File: config.mk
export PLATFORM = sky130hd
export DESIGN_NAME = laser_tx_serializer
export DESIGN_NICKNAME = d
export VERILOG_FILES = /design/src/rtl/laser_tx_serializer.sv
export SDC_FILE = /design/constraint.sdc
export NUM_CORES = 1
export LEC_CHECK = 0
export ABC_AREA = 1
export CORE_MARGIN = 10
export CORE_UTILIZATION = 58
export CTS_CLUSTER_SIZE = 30
export DETAILED_ROUTE_END_ITERATION = 7
export GPL_TIMING_DRIVEN = 0
export PLACE_DENSITY = 0.94
export SLEW_MARGIN = 20
export SYNTH_ARGS = -nofsm -noshare
export SYNTH_HDL_FRONTEND = slang
export SYNTH_SLANG_ARGS = --single-unit
File: constraint.sdc
create_clock -name clock -period 4.4 [get_ports clock]
set_clock_uncertainty 0.15 [all_clocks]
set_input_delay 0.66 -clock clock [delete_from_list [all_inputs] [get_ports clock]]
set_output_delay 0.66 -clock clock [all_outputs]
set_load 0.03 [all_outputs]
File: src/rtl/laser_tx_serializer.sv
// On/off-keyed laser frame serializer: pops one byte from the upstream queue and sends
// start, 8 data bits LSB first, optional even parity and stop bit(s), CLKS_PER_BIT clocks each.
module laser_tx_serializer #(
  parameter int CLKS_PER_BIT = 16,
  parameter int STOP_BITS    = 1,
  parameter bit PARITY_EN    = 1'b0
) (
  input  logic        clock,
  input  logic        reset_n,
  input  logic        enable,
  input  logic [7:0]  q_data,
  input  logic        q_empty,
  output logic        q_read,
  output logic        laser_out,
  output logic        busy,
  output logic [15:0] frames_sent
);

  localparam int CW = (CLKS_PER_BIT > 1) ? $clog2(CLKS_PER_BIT) : 1;
  localparam logic [CW-1:0] CNT_LAST  = CW'(CLKS_PER_BIT - 1);
  localparam logic [2:0]    STOP_LAST = 3'(STOP_BITS - 1);

  typedef enum logic [2:0] {
    S_IDLE,
    S_START,
    S_DATA,
    S_PARITY,
    S_STOP
  } state_e;

  state_e        state_q, state_d;
  logic [7:0]    shift_q, shift_d;
  logic          parity_q, parity_d;
  logic [2:0]    bit_q, bit_d;
  logic [CW-1:0] cnt_q, cnt_d;
  logic          laser_q, laser_d;
  logic [15:0]   frames_q, frames_d;
  logic          bit_end;

  assign bit_end     = (cnt_q == CNT_LAST);
  assign laser_out   = laser_q;
  assign busy        = (state_q != S_IDLE);
  assign frames_sent = frames_q;

  always_ff @(posedge clock or negedge reset_n) begin
    if (!reset_n) begin
      state_q  <= S_IDLE;
      shift_q  <= '0;
      parity_q <= 1'b0;
      bit_q    <= '0;
      cnt_q    <= '0;
      laser_q  <= 1'b0;
      frames_q <= '0;
    end else begin
      state_q  <= state_d;
      shift_q  <= shift_d;
      parity_q <= parity_d;
      bit_q    <= bit_d;
      cnt_q    <= cnt_d;
      laser_q  <= laser_d;
      frames_q <= frames_d;
    end
  end

  // laser_d always carries the bit value of the state being entered, so the
  // registered laser output lines up with the state register.
  always_comb begin
    state_d  = state_q;
    shift_d  = shift_q;
    parity_d = parity_q;
    bit_d    = bit_q;
    cnt_d    = cnt_q;
    laser_d  = 1'b0;
    frames_d = frames_q;
    q_read   = 1'b0;

    if (state_q != S_IDLE) begin
      cnt_d = bit_end ? '0 : cnt_q + 1'b1;
    end

    case (state_q)
      S_IDLE: begin
        cnt_d = '0;
        bit_d = '0;
        if (reset_n && enable && !q_empty) begin
          q_read   = 1'b1;
          shift_d  = q_data;
          parity_d = ^q_data;
          state_d  = S_START;
          laser_d  = 1'b1;
        end
      end
      S_START: begin
        laser_d = 1'b1;
        if (bit_end) begin
          state_d = S_DATA;
          laser_d = shift_q[0];
        end
      end
      S_DATA: begin
        laser_d = shift_q[0];
        if (bit_end) begin
          shift_d = {1'b0, shift_q[7:1]};
          laser_d = shift_q[1];
          bit_d   = bit_q + 1'b1;
          if (bit_q == 3'd7) begin
            bit_d = '0;
            if (PARITY_EN) begin
              state_d = S_PARITY;
              laser_d = parity_q;
            end else begin
              state_d = S_STOP;
              laser_d = 1'b0;
            end
          end
        end
      end
      S_PARITY: begin
        laser_d = parity_q;
        if (bit_end) begin
          state_d = S_STOP;
          laser_d = 1'b0;
        end
      end
      S_STOP: begin
        // bit_q counts stop periods here
        if (bit_end) begin
          if (bit_q == STOP_LAST) begin
            state_d  = S_IDLE;
            bit_d    = '0;
            frames_d = frames_q + 1'b1;
          end else begin
            bit_d = bit_q + 1'b1;
          end
        end
      end
      default: state_d = S_IDLE;
    endcase
  end

endmodule
==> run_results.csv <==
group,metric,value,unit
sta,min_period,3060,ps
clock_network,worstSkewPairLatency,330,ps
power,irDropWorstVdd,0.154,mV
logic_synthesis,synth_seq_area_share,43.5,%
placed_design,place.gp.congestion,0.799,
detailed_routing,drc_errors,0,
floorplan,ios,31,
grt,met1_usage,17.6,%
floorplan,initial_core_util,61.1,%
clock_network,cts_resized,0,
floorplan,fp.dieW,79.8,µm
power,leakagePower,1.26,nW
clock_network,clkSinkCount,36,
floorplan,dieArea,6360,µm²
critical_path,crit_path_start_kind,"primary input",
clock_network,cts_inserted_buffers,5,
clock_network,htree_levels,2,
placed_design,dp.cells,364,
logic_synthesis,synth_area_leaders,"dfrtp_1, nand2_1, inv_1, nor2_1, o21ai_0",
finish,num_antenna_cells,0,
critical_path,endpoint_kind,"primary output",
sta,period_share,69.5,%
grt,antenna_found_initial,0,
placed_design,place_area,2450,µm²
finish,drive_above_1_share,8.31,%
grt,met3_usage,3.38,%
logic_synthesis,synth.distinct_cells,24,
logic_synthesis,synth_area_per_cell,7.22,µm²
finish,final_common_cell,"nand2_1",
critical_path,reg2reg_depth,9,
detailed_routing,vias_per_cell,5.07,
floorplan,core-area,3390,µm²
critical_path,cp_max_fo,20,
run,cap_violations,0,
critical_path,r2r_start,"cnt_q[0]",
grt,grt_first_pass_wirelength,7.82,mm
clock_network,cts.clk_slew.worst_paths,100,ps
finish,area_delta_synth_final,20.6,%
grt,grt_max_degree,21,
sta,max_freq,0.327,GHz
floorplan,row_count,21,
grt,grt_busiest_layer,"met2",
logic_synthesis,ys_ff_latch,36,
sta,final_hold_viol_count,0,
detailed_routing,via_count,1882,
detailed_routing,first_iter_violations,92,
clock_network,cts-hold-fix-buffers,0,
logic_synthesis,netlist.top_cell.by_area,"dfrtp_1",
grt,gr-total-overflow,0,
detailed_routing,wl,4.41,mm
detailed_routing,ant_nets,0,
sta,tns,0,ps
placed_design,io_buffers,30,
logic_synthesis,syn_inst,287,
critical_path,r2r_slack,2550,ps
critical_path,required,3590,ps
floorplan,die_h,79.8,µm
sta,grt_setup_unrepaired,"no",
grt,grtUsageMet2,26.1,%
grt,track_usage,14.9,%
clock_network,cts_root_buf,"clkbuf_4",
sta,relSlewSlack,67.9,%
clock_network,post_cts_buffers,0,
critical_path,cp.arrival,2250,ps
worst_hold_path,min_path_type,"primary input to async pin",
finish,nNetsFinal,342,
detailed_routing,post_drt_wl_per_cell,11.9,µm
run_status,status,"finished clean",
power,powerDensity,211,nW/µm²
sta,tightest_slew,482,ps
sta,setup_viol,0,
logic_synthesis,yosys.area.top_type_share,43.5,%
critical_path,r2r_end,"frames_sent[9]",
logic_synthesis,yosys_warnings,0,
sta,slew_viol_final,0,
finish,fin_area,2500,µm²
logic_synthesis,synth_fp_nets,304,
logic_synthesis,netlist_area,2070,µm²
clock_network,cts_buffer_depth,2,
grt,grt_pass1_vias,1813,
finish,fin_cells,371,
critical_path,path_class,"primary input to primary output",
finish,layout_common_cells,"nand2_1, inv_1, dfrtp_1",
detailed_routing,dr.pass1.iters,4,
placed_design,hpwl,3.46,mm
clock_network,cts_tree,"built",
==> cell usage after synthesis, drive strengths merged <==
library cell / n
nand2: 111
inv: 40
dfrtp: 36
nor2: 32
o21ai: 18
nand3: 16
a21oi: 5
ha: 5
nand3b: 5
xor2: 5
nor3: 4
xnor2: 4
buf: 3
nand4: 1
o211ai: 1
o21bai: 1
==> sequential cells by signal, summed over array words and instances, names as in the netlist <==
signal and cells:
shift_q 8, frames_sent 16, laser_out 1, parity_q 1
state_q 3, bit_q 3, cnt_q 4
==> layout make-up <==
| cell class | count | area [µm²] |
|---|---|---|
| sequential | 36 | 901 |
| fill | 256 | 891 |
| inverter | 40 | 150 |
| clock inverter | 1 | 5.00 |
| buffer | 3 | 23.8 |
| multi-input combinational | 208 | 997 |
| clock buffer | 6 | 41.3 |
| tap | 46 | 57.6 |
| timing repair buffer | 31 | 323 |
==> worst max-delay path by stage <==
stage               cells past startpoint    start     end  slack (ps)
finish                                  6  reset_n  q_read        1340
global route                            6  reset_n  q_read        1180
CTS                                     6  reset_n  q_read        1300
detailed placement                      6  reset_n  q_read        1310
global placement                        6  reset_n  q_read          50
floorplan                               4  reset_n  q_read        2280
==> metrics by stage <==
stage / power [W] / setup slack, ps / hold WS, ps / util (%)
global route: 0.000548 / 1180 / 145 / 73.7
global placement: 0.000371 / 53.0 / 295 / 71.7
CTS: 0.000532 / 1300 / 133 / 73.7
finish: 0.000527 / 1340 / 123 / 73.7
detailed placement: 0.000375 / 1310 / 298 / 72.4
floorplan: 0.000351 / 2280 / 214 / -
==> where the power goes <==
| part | internal [W] | switching, W |
|---|---|---|
| combinational | 0.0000167 | 0.0000201 |
| sequential | 0.000331 | 0.000000261 |
| clock | 0.0000589 | 0.000101 |
==> cells by family after synthesis <==
logic type	Yosys count	synth area share, %
AO/OA/AOI/OAI	25	6.64
XOR/XNOR	9	3.80
adder cells (fa/ha/maj)	5	3.02
buffers and inverters	43	8.39
flip-flops	36	43.5
AND/OR/NAND/NOR	169	34.7
==> critical path: stages <==
cell and delay [ps]:
buf_2 390, nand2_1 100, nor2_1 100, inv_1 50, nor2_1 210, clkdlybuf4s50_1 730
==> per-layer routing <==
metal	wire length, µm	part of all wire, %
met4	44	1.0
met5	0	0
met3	202	4.6
met2	2200	50
met1	1960	44
Power figures use the tool's default switching activity.
